[src/rtl/uart_pkg.sv]
// Shared UART constants: data width, RX FIFO depth, APB register map and STATUS bit layout.
package uart_pkg;

  localparam int UART_DATA_W        = 8;
  localparam int UART_RX_FIFO_DEPTH = 16;

  typedef enum logic [11:0] {
    UART_REG_RXDATA = 12'h000,
    UART_REG_STATUS = 12'h004,
    UART_REG_CTRL   = 12'h008
  } uart_reg_e;

  localparam int UART_STATUS_EMPTY_BIT   = 0;
  localparam int UART_STATUS_FULL_BIT    = 1;
  localparam int UART_STATUS_OVERRUN_BIT = 2;
  localparam int UART_STATUS_LEVEL_LSB   = 8;

  // Packs the RX FIFO flags into the STATUS register image.
  function automatic logic [31:0] uart_status_word(input logic empty, input logic full,
                                                   input logic overrun, input logic [7:0] level);
    logic [31:0] word;
    word = 32'h0000_0000;
    word[UART_STATUS_EMPTY_BIT]   = empty;
    word[UART_STATUS_FULL_BIT]    = full;
    word[UART_STATUS_OVERRUN_BIT] = overrun;
    word[UART_STATUS_LEVEL_LSB +: 8] = level;
    return word;
  endfunction

endpackage

[src/rtl/uart_rx_fifo_if.sv]
// Receiver-push / APB-pop bundle of the RX FIFO; master drives requests, slave is the FIFO.
interface uart_rx_fifo_if
  import uart_pkg::*;
#(
  parameter int DATA_W = UART_DATA_W,
  parameter int DEPTH  = UART_RX_FIFO_DEPTH
);
  localparam int ADDR_W = $clog2(DEPTH);

  logic              flush;
  logic              rx_done;
  logic [DATA_W-1:0] rx_data;
  logic              rd_en;
  logic [DATA_W-1:0] rd_data;
  logic              rd_valid;
  logic              empty;
  logic              full;
  logic [ADDR_W:0]   level;
  logic              overrun;
  logic              clr_overrun;

  modport master (
    output flush, rx_done, rx_data, rd_en, clr_overrun,
    input  rd_data, rd_valid, empty, full, level, overrun
  );

  modport slave (
    input  flush, rx_done, rx_data, rd_en, clr_overrun,
    output rd_data, rd_valid, empty, full, level, overrun
  );

endinterface

[src/rtl/uart_rx_fifo.sv]
// Receive byte FIFO between the UART receiver and the APB register file.
// One push per rx_done rising edge, registered pop data, sticky overrun on dropped bytes.
module uart_rx_fifo
  import uart_pkg::*;
#(
  parameter int DATA_W = UART_DATA_W,
  parameter int DEPTH  = UART_RX_FIFO_DEPTH
) (
  input  logic          clk,
  input  logic          rst,
  uart_rx_fifo_if.slave bus
);
  localparam int ADDR_W = $clog2(DEPTH);
  localparam logic [ADDR_W:0] LEVEL_FULL = (ADDR_W+1)'(DEPTH);

  logic [DATA_W-1:0] mem_r [DEPTH];
  logic [ADDR_W-1:0] wr_ptr_r;
  logic [ADDR_W-1:0] rd_ptr_r;
  logic [ADDR_W:0]   level_r;
  logic              empty_r;
  logic              full_r;
  logic              overrun_r;
  logic              rx_done_q_r;
  logic [DATA_W-1:0] rd_data_r;
  logic              rd_valid_r;

  logic              push_req_s;
  logic              pop_ok_s;
  logic              push_ok_s;
  logic              drop_s;
  logic [ADDR_W:0]   level_nxt_s;

  // Accept/drop decisions and next fill level; a full FIFO still takes a byte if a pop frees a slot.
  always_comb begin
    push_req_s  = 1'b0;
    pop_ok_s    = 1'b0;
    push_ok_s   = 1'b0;
    drop_s      = 1'b0;
    level_nxt_s = level_r;
    push_req_s  = bus.rx_done & ~rx_done_q_r;
    pop_ok_s    = bus.rd_en & ~empty_r & ~bus.flush;
    push_ok_s   = push_req_s & ~bus.flush & (~full_r | pop_ok_s);
    drop_s      = push_req_s & ~bus.flush & full_r & ~pop_ok_s;
    if (bus.flush) begin
      level_nxt_s = {(ADDR_W+1){1'b0}};
    end else begin
      case ({push_ok_s, pop_ok_s})
        2'b10:   level_nxt_s = level_r + (ADDR_W+1)'(1);
        2'b01:   level_nxt_s = level_r - (ADDR_W+1)'(1);
        default: level_nxt_s = level_r;
      endcase
    end
  end

  // Pointers, fill level, flags, edge register and registered read port.
  always_ff @(posedge clk) begin
    if (rst) begin
      wr_ptr_r    <= {ADDR_W{1'b0}};
      rd_ptr_r    <= {ADDR_W{1'b0}};
      level_r     <= {(ADDR_W+1){1'b0}};
      empty_r     <= 1'b1;
      full_r      <= 1'b0;
      overrun_r   <= 1'b0;
      rx_done_q_r <= 1'b0;
      rd_data_r   <= {DATA_W{1'b0}};
      rd_valid_r  <= 1'b0;
    end else begin
      rx_done_q_r <= bus.rx_done;
      level_r     <= level_nxt_s;
      empty_r     <= (level_nxt_s == {(ADDR_W+1){1'b0}});
      full_r      <= (level_nxt_s == LEVEL_FULL);
      rd_valid_r  <= pop_ok_s;
      if (bus.flush) begin
        wr_ptr_r <= {ADDR_W{1'b0}};
        rd_ptr_r <= {ADDR_W{1'b0}};
      end else begin
        if (push_ok_s) begin
          wr_ptr_r <= wr_ptr_r + ADDR_W'(1);
        end
        if (pop_ok_s) begin
          rd_ptr_r  <= rd_ptr_r + ADDR_W'(1);
          rd_data_r <= mem_r[rd_ptr_r];
        end
      end
      // Set dominates a same-cycle clear so a drop is never lost.
      if (drop_s) begin
        overrun_r <= 1'b1;
      end else if (bus.clr_overrun) begin
        overrun_r <= 1'b0;
      end
    end
  end

  // Storage write; contents are never observable while empty, so no reset.
  always_ff @(posedge clk) begin
    if (push_ok_s) begin
      mem_r[wr_ptr_r] <= bus.rx_data;
    end
  end

  assign bus.rd_data  = rd_data_r;
  assign bus.rd_valid = rd_valid_r;
  assign bus.empty    = empty_r;
  assign bus.full     = full_r;
  assign bus.level    = level_r;
  assign bus.overrun  = overrun_r;

endmodule

[src/flat_wrapper.sv]
// flat-port wrapper written by rule: the top's interface ports become plain ports
module uart_rx_fifo_flat import uart_pkg::*;
#(
  parameter int DATA_W = UART_DATA_W,
  parameter int DEPTH  = UART_RX_FIFO_DEPTH
)
  (clk, rst, bus_flush, bus_rx_done, bus_rx_data, bus_rd_en, bus_clr_overrun, bus_rd_data, bus_rd_valid, bus_empty, bus_full, bus_level, bus_overrun);
  uart_rx_fifo_if #(.DATA_W(DATA_W), .DEPTH(DEPTH)) bus_i ();
  input  logic clk;
  input  logic rst;
  input wire logic [$bits(bus_i.flush)-1:0] bus_flush;
  input wire logic [$bits(bus_i.rx_done)-1:0] bus_rx_done;
  input wire logic [$bits(bus_i.rx_data)-1:0] bus_rx_data;
  input wire logic [$bits(bus_i.rd_en)-1:0] bus_rd_en;
  input wire logic [$bits(bus_i.clr_overrun)-1:0] bus_clr_overrun;
  output wire logic [$bits(bus_i.rd_data)-1:0] bus_rd_data;
  output wire logic [$bits(bus_i.rd_valid)-1:0] bus_rd_valid;
  output wire logic [$bits(bus_i.empty)-1:0] bus_empty;
  output wire logic [$bits(bus_i.full)-1:0] bus_full;
  output wire logic [$bits(bus_i.level)-1:0] bus_level;
  output wire logic [$bits(bus_i.overrun)-1:0] bus_overrun;
  assign bus_i.flush = bus_flush;
  assign bus_i.rx_done = bus_rx_done;
  assign bus_i.rx_data = bus_rx_data;
  assign bus_i.rd_en = bus_rd_en;
  assign bus_i.clr_overrun = bus_clr_overrun;
  assign bus_rd_data = bus_i.rd_data;
  assign bus_rd_valid = bus_i.rd_valid;
  assign bus_empty = bus_i.empty;
  assign bus_full = bus_i.full;
  assign bus_level = bus_i.level;
  assign bus_overrun = bus_i.overrun;
  uart_rx_fifo #(.DATA_W(DATA_W), .DEPTH(DEPTH)) u_core (.clk(clk), .rst(rst), .bus(bus_i));
endmodule
[config.mk]
export PLATFORM = sky130hd
export DESIGN_NAME = uart_rx_fifo_flat
export DESIGN_NICKNAME = d
export VERILOG_FILES = /design/src/rtl/uart_pkg.sv /design/src/rtl/uart_rx_fifo_if.sv /design/src/rtl/uart_rx_fifo.sv /design/src/flat_wrapper.sv
export SDC_FILE = /design/constraint.sdc
export NUM_CORES = 1
export LEC_CHECK = 0
export BUFFER_PORTS_ARGS = -buffer_cell sky130_fd_sc_hd__clkbuf_2
export CORE_MARGIN = 2
export CORE_UTILIZATION = 55
export CTS_CLUSTER_SIZE = 8
export DETAILED_ROUTE_END_ITERATION = 7
export GPL_ROUTABILITY_DRIVEN = 0
export PLACE_DENSITY = 0.76
export SLEW_MARGIN = 40
export SYNTH_ARGS = -nofsm -noshare
export SYNTH_HDL_FRONTEND = slang
export SYNTH_SLANG_ARGS = --single-unit
[constraint.sdc]
create_clock -name clk -period 9.41 [get_ports clk]
set_clock_uncertainty 0.05 [all_clocks]
set_input_delay 2.3525 -clock clk [delete_from_list [all_inputs] [get_ports clk]]
set_output_delay 2.3525 -clock clk [all_outputs]
set_load 0.05 [all_outputs]
-- Word-level counts from Yosys, hierarchy flattened
Memories as Yosys holds them, arrays and structs flattened. A register that Yosys moved wholly into a read port is not among the register bits.
Index checks and enable logic that the tools add are counted.
- output and inout port bits: 17
- memories kept: 1
- flip-flop bits (word level): 18
- RAM bits: 128
- word-level logic and storage cells: 39
- reductions and logical operators: 4
- $add $sub $neg: 4
- equal/unequal tests: 3
- bitwise operators: 13
- multiplexer cells: 6
- memory list (name ; words ; width ; rd ports ; clocked after Yosys merged registers in ; wr ports ; RTL line ; text):
    u_core.mem_r ; 16 ; 8 ; 1 ; 1 ; 1 ; uart_rx_fifo.sv:16 ; logic [DATA_W-1:0] mem_r [DEPTH];
- operators with widths (cell ; number):
    case mux 5 bit (2 select lines) ; 1
    adder 4 x 1 -> 4 bit (second input constant) ; 2
    AND 1 bit ; 7
    adder 5 x 1 -> 5 bit (second input constant) ; 1
    == test 5 bit (second input constant) ; 1
    logical NOT 5 bit ; 1
    two-way mux 5 bit ; 1
    inverter 1 bit ; 5
    subtractor 5 x 1 -> 5 bit (second input constant) ; 1
    two-way mux 1 bit ; 4
    == test 2 x 1 -> 1 bit (second input constant) ; 1
    == test 2 bit (second input constant) ; 1
    AND reduction 2 bit ; 1
    nonzero test 2 bit ; 1
    OR reduction 2 bit ; 1
    OR 1 bit ; 1

-- Longest topological paths before layout
Gate-level depths: netlist of run 1.
- depth in word-level cells: 9
- depth in mapped cells: 12

-- Worst setup path before layout of run 1
Ideal clock, no wire load.
- path type: input to register
- from: in bus_flush
- to: reg u_core.empty_r (netlist: u_core.bus.empty)
- data arrival time: 4727 ps
- library setup time: 60 ps
- stages: 12
- path slack: 4574 ps
- path through: nor3b_1 -> a21boi_2 -> inv_1 -> ha_1 -> clkbuf_2 -> xor2_1 -> ha_1 -> a21o_1 -> a22oi_1 -> nor2_1 -> o311ai_1 -> a41o_1
- cells in the longest elaborated chain, start to end: 8
- ends and longest elaborated chain (what ; RTL line ; text):
    start: declaration ; flat_wrapper.sv:11 ; input wire logic [$bits(bus_i.flush)-1:0] bus_flush;
    inverter 1 bit ; uart_rx_fifo.sv:41, uart_rx_fifo.sv:42 ;
    AND 1 bit ; uart_rx_fifo.sv:41 ; pop_ok_s = bus.rd_en & ~empty_r & ~bus.flush;
    OR 1 bit ; uart_rx_fifo.sv:42 ; push_ok_s = push_req_s & ~bus.flush & (~full_r | pop_ok_s);
    AND 1 bit ; uart_rx_fifo.sv:42 ;
    == test 2 x 1 -> 1 bit / == test 2 bit (equally long branches) ; uart_rx_fifo.sv:47 ; case ({push_ok_s, pop_ok_s})
    case mux 5 bit (2 select lines) ; uart_rx_fifo.sv:47 ;
    two-way mux 5 bit (*) ; uart_rx_fifo.sv:44 ; if (bus.flush) begin
    logical NOT 5 bit (*) ; uart_rx_fifo.sv:70 ; empty_r <= (level_nxt_s == {(ADDR_W+1){1'b0}});
    end signal: assignment ; uart_rx_fifo.sv:70 ;
    end: declaration ; uart_rx_fifo.sv:20 ; logic empty_r;
Every way passes the cells marked *; elsewhere a longest branch is shown, timed or not.
A chain may end at the register's enable or synchronous reset.

-- Worst setup path in the final report of run 1
Same ends and word-level chain as after synthesis.

==> results of run 1 <==
sequential cells by signal, indices dropped and copies added (netlist names):
register and flops:
u_core.mem_r 128, u_core.bus.rd_data 8, u_core.bus.level 5, u_core.rd_ptr_r 4, u_core.wr_ptr_r 4, u_core.bus.empty 1, u_core.bus.full 1, u_core.bus.overrun 1
u_core.bus.rd_valid 1, u_core.rx_done_q_r 1
cells by family after synthesis:
logic type,count (synthesis),synth area share
flip-flops,154,0.6936
AND/OR/NAND/NOR,76,0.06164
XOR/XNOR,10,0.01392
buffers and inverters,25,0.03082
adder cells (fa/ha/maj),8,0.01591
AO/OA/AOI/OAI,41,0.05031
multiplexers,34,0.1338
through the flow:
stage / total power [uW] / cell area, sq um / hold slack, ns
CTS: 1371 / 6997 / 0.4301
finish: 1363 / 7004 / 0.4292
detailed placement: 788.9 / 6486 / 0.4202
global route: 1401 / 7004 / 0.4517
floorplan: 773.5 / 6292 / 0.4700
global placement: 786.7 / 6486 / 0.4054
metal layers:
layer | wire length (um) | vias to the layer above
met1 | 4733 | 1575
met4 | 140 | 0
met5 | 0 | -
li1 | - | 1468
met2 | 5620 | 118
met3 | 894 | 11
cells in the final DEF, fill, tap and decap left out, types with 6 or more instances in the layout:
cell         n
a21oi_1      6
a221oi_1     7
a22o_1      10
clkbuf_16   17
clkbuf_2    30
dfxtp_1     24
edfxtp_1   128
ha_1         8
mux4_1      27
nand2_1      9
nand2b_1    12
nor2_1      29
nor2b_1      6
o22ai_1      8
xor2_1       8
cell type report:
cell class | instances | area [sq um]
well taps | 143 | 178.9
repair buffers | 35 | 187.7
clock buffers | 18 | 429.2
inverters | 5 | 18.77
fillers | 792 | 4268
clock inverters | 13 | 81.33
multi-input cells | 169 | 1739
flip-flops and latches | 154 | 4369
power breakdown:
group | internal, uW | total (uW) | switching [uW]
logic | 10.3 | 32.4 | 22.1
clock network | 331 | 588 | 257
registers | 740 | 742 | 1.44
critical path: stages:
cell and delay [ns]:
clkbuf_2 0.13, nor3b_1 0.26, a21boi_2 0.43, inv_1 0.11, ha_1 0.31, xor2_1 0.19
ha_1 0.24, a21o_1 0.19, a22oi_1 0.23, nor2_1 0.06, o311ai_1 0.43, a41o_1 0.23
how the worst max path moves through the flow:
stage                   start               end  slack, ns  depth (start not counted)
floorplan           bus_flush  u_core.bus.empty       4.57                         12
global placement    bus_flush  u_core.bus.empty       4.30                         12
detailed placement  bus_flush  u_core.bus.empty       4.13                         12
CTS                 bus_flush  u_core.bus.empty       4.56                         12
global route        bus_flush  u_core.bus.empty       4.34                         12
finish              bus_flush  u_core.bus.empty       4.55                         12
==> impl_metrics.tcl, run 1 <==
set metrics [dict create \
    whs_path_depth 2 \
    grt_max_degree 36 \
    ctsHoldBuffers 0 \
    synth_top_area_cell "edfxtp_1" \
    post_cts_resize_count 0 \
    clk_pin_slew_ns 0.06 \
    grt_usage 0.1946 \
    yosysUniqueCellTypes 49 \
    grt.met3_usage 0.04702 \
    ys_seq_area_frac 0.6936 \
    finalSetupTns_ns 0 \
    die_w_um 111.0 \
    powerDensity_nw_per_um2 194.5 \
    setup_viol 0 \
    instances_no_fill 537 \
    die-area_sq_um 12310 \
    cts_inserted_buffers 17 \
    synth_edf_count 128 \
    die_h_um 111.0 \
    rsz0062_at_grt "no" \
    use_met1 0.2815 \
    cp_data_required_time_ns 9.72 \
    min_period_ns 4.859 \
    cts_root_buffer "clkbuf_16" \
    maxSlewHeadroom 0.4643 \
    cap_viol_max_count 0 \
    clock_sinks 154 \
    synth.most_common_cell "edfxtp_1" \
    rows 39 \
    syn_inst 348 \
    post_cts_buffers 0 \
    slew_violations 0 \
    yosys-top-cells-area "edfxtp_1 61%, mux4_1 11%, dfxtp_1 8.3%" \
    layout.nets 404 \
    port_buffers 30 \
    r2r-start "u_core.bus.empty" \
    fin_ws_ns 4.551 \
    syn_area_per_cell_sq_um 18.08 \
    synthArstFlopShare 0 \
    reg2reg_depth 11 \
    pre_cts_slack_ns 4.131 \
    core-area_sq_um 11270 \
    start_util 0.5582 \
    synth_ff_type "edfxtp_1" \
    postRouteWirelength_mm 11.39 \
    arrival_ns 5.16 \
    hold_viol_final 0 \
    yosys-top-cells-count "128 x edfxtp_1, 31 x nor2_1, 27 x mux4_1" \
    ant_nets 0 \
    cts_max_level 4 \
    post_drt_wl_per_cell_um 21.21 \
    end_kind "register" \
    clock_latency_ns 0.42 \
    start_kind "primary input" \
    tritoncts "built" \
    grt-busiest-layer "met2" \
    status "finished clean" \
    layout-drive-gt1-share 0.2030 \
    drt_iter0_drc 252 \
    grt-ovfl-total 0 \
    areaGrowthSynthToFinish_pct 11.31 \
    dp.cells 506 \
    min_from "u_core.bus.overrun" \
    grt_pass1_vias 3045 \
    viasPerCell 5.907 \
    fin_util 0.6214 \
    vias 3172 \
    synth_nets 370 \
    regToRegSetupSlack_ns 6.33 \
    yosysTopAreaCellShare 0.6109 \
    io_pins 31 \
    peakVddDrop_uv 109.3 \
    path_class "in2reg" \
    clk_path_buf_depth 2 \
    syn_area_sq_um 6292 \
    use_met2 0.2875 \
    antenna_found_initial 0 \
    dpl.hpwl_mm 7.034 \
    max_slew.worst_pin.slew_ns 0.8006 \
    drcViolationCount 0 \
    critical_path.max_fanout 9 \
    detail_route.first_pass.iterations 4 \
    min_to "u_core.bus.overrun" \
    p_leak_uw 0.002361 \
    worst_hold_path_type "reg2reg" \
    synth-seq-cells 154 \
    r2r_end "u_core.bus.empty" \
    grt_first_pass_wirelength_mm 17.42 \
    synth.yosys.warnings 0 \
    fin_crit_sh 0.5164 \
    antenna_cells 0 \
    max_freq_mhz 205.8 \
]
Power figures use the tool's default switching activity.
==> run 2, diff against run 1 <==
ABC_AREA = 1   (was not set)
clock period = 5 ns   (was 9.41 ns; I/O delays follow)
==> run 2 against run 1 <==
Net effect:
- clock power grew 120%
- synthesized area increased by 1.5%
- global-route usage grew 3.7 points
- die area rose by 1.4%
- worst hold slack worse by 0.0083 ns
- setup slack got worse by 3.1 ns
- core utilization increased by 1.3 points
- register-to-register slack got worse by 4.1 ns
- clock-buffer cell count stayed put
- synthesized cell count up 64%
- first-iteration DRC count rose by 25%
- flip-flop and latch count is the same
- highest routed layer unchanged
==> impl_metrics.tcl, run 2 <==
set metrics [dict create \
    layout.nets 617 \
    antenna_found_initial 0 \
    io_pins 31 \
    critPathMaxStageDelay_ns 0.48 \
    crit_family "buffers and inverters" \
    yosys-top-cells-count "128 x edfxtp_1, 123 x nor2_1, 67 x o21ai_0" \
    cts_root_buffer "clkbuf_16" \
    whs_ns 0.4208 \
    die_h_um 111.8 \
    ys_seq_area_frac 0.6834 \
    syn_area_per_cell_sq_um 11.20 \
    yosys-top-cells-area "edfxtp_1 60%, dfxtp_1 8.2%, nor2_1 7.2%" \
    peakVddDrop_uv 246.1 \
    start_util 0.5617 \
    areaGrowthSynthToFinish_pct 12.91 \
    dpl_cell_area_sq_um 6589 \
    status "finished clean" \
    yosysUniqueCellTypes 25 \
    synth.most_common_cell "edfxtp_1" \
    power.switching_uw 589.1 \
    grt_pass1_vias 4119 \
    port_buffers 30 \
    rows 39 \
    fillers 869 \
    tritoncts "built" \
    layout-drive-gt1-share 0.1285 \
    start_kind "primary input" \
    synth.yosys.warnings 0 \
    arrival_ns 3.81 \
    fin_crit_sh 0.7016 \
    switching_share 0.2070 \
    synth_ff_type "edfxtp_1" \
    synth_edf_count 128 \
    drcViolationCount 0 \
    p_int_uw 2257 \
    clock_sinks 154 \
    rsz0062_at_grt "no" \
    detail_route.first_pass.iterations 5 \
    finalSetupTns_ns 0 \
    fin_ws_ns 1.492 \
    final_common_cell "edfxtp_1" \
    min_period_ns 3.508 \
    p_leak_uw 0.002517 \
    maxSlewHeadroom 0.4278 \
    ant_nets 0 \
    grt-ovfl-total 0 \
    pre_cts_slack_ns 1.145 \
    end_kind "register" \
    synth_nets 592 \
    p_seq_frac 0.494 \
    yosysTopAreaCellShare 0.6019 \
    grt_first_pass_wirelength_mm 21.73 \
    critPathSlowestCell "ha_1" \
    max_freq_mhz 285.1 \
    cp_cell_sequence "clkbuf_2 -> inv_1 -> nand2_2 -> clkinv_1 -> ha_1 -> nand2_1 -> inv_1 -> nor2_1 -> ha_1 -> nor2_1 -> nor2_1 -> o21ai_0 -> nand2_1 -> inv_1 -> nand2_1 -> a21oi_1 -> nand2_1 -> nand2_1" \
    path_class "in2reg" \
    cp_data_required_time_ns 5.30 \
    critical_path.max_fanout 20 \
    viasPerCell 5.841 \
    dpl.hpwl_mm 8.382 \
    worst_hold_path_type "reg2reg" \
    synth-seq-cells 154 \
    grt_max_degree 68 \
    p_clk_frac 0.462 \
    largest_reg_flops 128 \
    die_w_um 111.8 \
    vias 4381 \
    critPathMostFrequentCell "nand2_1" \
    cts_inserted_buffers 17 \
    cap_viol_max_count 0 \
    core-area_sq_um 11370 \
    share_comb_of_total_power 0.044 \
    post_drt_wl_per_cell_um 18.61 \
    cts_max_level 4 \
    ctsHoldBuffers 0 \
    antenna_cells 0 \
    powerDensity_nw_per_um2 394.6 \
    layout_common_cells "128 x edfxtp_1, 117 x nor2_1, 67 x o21ai_0" \
    postRouteWirelength_mm 13.96 \
    max_slew.worst_pin.slew_ns 0.8552 \
    synthArstFlopShare 0 \
    clk_path_buf_depth 2 \
    drt_iter0_drc 316 \
    grt_usage 0.2312 \
    crit_buf_inv 5 \
    synth_top_area_cell "edfxtp_1" \
    post_cts_buffers 0 \
    syn_area_sq_um 6386 \
    hold_viol_final 0 \
    slew_violations 0 \
    die-area_sq_um 12490 \
    syn_inst 570 \
    clk_pin_slew_ns 0.06 \
    setup_viol 0 \
    final_area_sq_um 7211 \
    clock_latency_ns 0.42 \
    post_cts_resize_count 0 \
    top_register "u_core.mem_r" \
]
run 2: cell count changes in the layout (fill, tap and decap cells not counted), sizes merged, moves of 8 or more:
cell,before,now
a221oi,8,0
nor2,31,129
o211ai,1,32
o21a,0,8
o22ai,8,0
a22o,10,0
xor2,8,0
nand2,9,55
mux4,32,0
nand2b,12,0
o21ai,1,73
nand3,1,33
inv,6,32
run 2: final cells by class:
cell class | count | area, sq um | share of cell area
clock buffer | 18 | 429.2 | 0.05952
multi-input combinational | 355 | 1759 | 0.2440
tap | 143 | 178.9 | 0.02481
sequential | 154 | 4367 | 0.6056
inverter | 34 | 127.6 | 0.01770
timing repair buffer | 33 | 172.7 | 0.02395
clock inverter | 13 | 176.4 | 0.02447
run 2: logic make-up after synthesis:
family	count (synthesis)	share of synthesized area
simple gates	221	0.1407
compound gates	125	0.1154
buf+inv	61	0.04349
fa+ha+maj	8	0.01567
flops	154	0.6834
xor+xnor	1	0.001372
run 2: through the flow:
| step | power (uW) | utilization | instances |
|---|---|---|---|
| 6_report | 2846 | 0.6342 | 750 |
| 5_1_grt | 2916 | 0.6342 | 750 |
| 4_1_cts | 2851 | 0.6328 | 750 |
| 3_5_place_dp | 1556 | 0.5795 | 719 |
| 3_3_place_gp | 1551 | 0.5795 | 719 |
| 2_1_floorplan | 1513 | - | 570 |
run 2: path summary, 6_finish.rpt:
| check | from | cells after the start | end | slack (ns) |
|---|---|---|---|---|
| min | u_core.bus.overrun | 2 | u_core.bus.overrun | 0.42 |
| max | bus_flush | 18 | u_core.bus.empty | 1.49 |
| min reg2reg | u_core.bus.overrun | 2 | u_core.bus.overrun | 0.42 |
| max reg2reg | u_core.bus.empty | 17 | u_core.bus.empty | 2.23 |
run 2: worst reg2reg max path, delay by kind of cell, from the launching register on:
family | cells | cell delay [ns]
buffers and inverters | 3 | 0.59
flip-flops | 1 | 0.33
AND/OR/NAND/NOR | 10 | 0.81
AO/OA/AOI/OAI | 2 | 0.20
adder cells (fa/ha/maj) | 2 | 0.73
run 2: power groups by stage:
| stage | logic, uW | clock network, uW | registers, uW |
|---|---|---|---|
| after floorplan | 60.1 | 0 | 1450 |
| final | 125 | 1320 | 1410 |
| after CTS | 124 | 1320 | 1410 |
| after global routing | 136 | 1370 | 1410 |
| after global placement | 119 | 0 | 1430 |
| after detailed placement | 123 | 0 | 1430 |
run 2: layer usage:
metal	up-vias	GRT usage	part of all wire
met2	173	0.3859	0.50
met4	0	0.1004	0.024
li1	2056	-	-
met5	-	0	0
met1	2122	0.2916	0.42
met3	30	0.05280	0.054
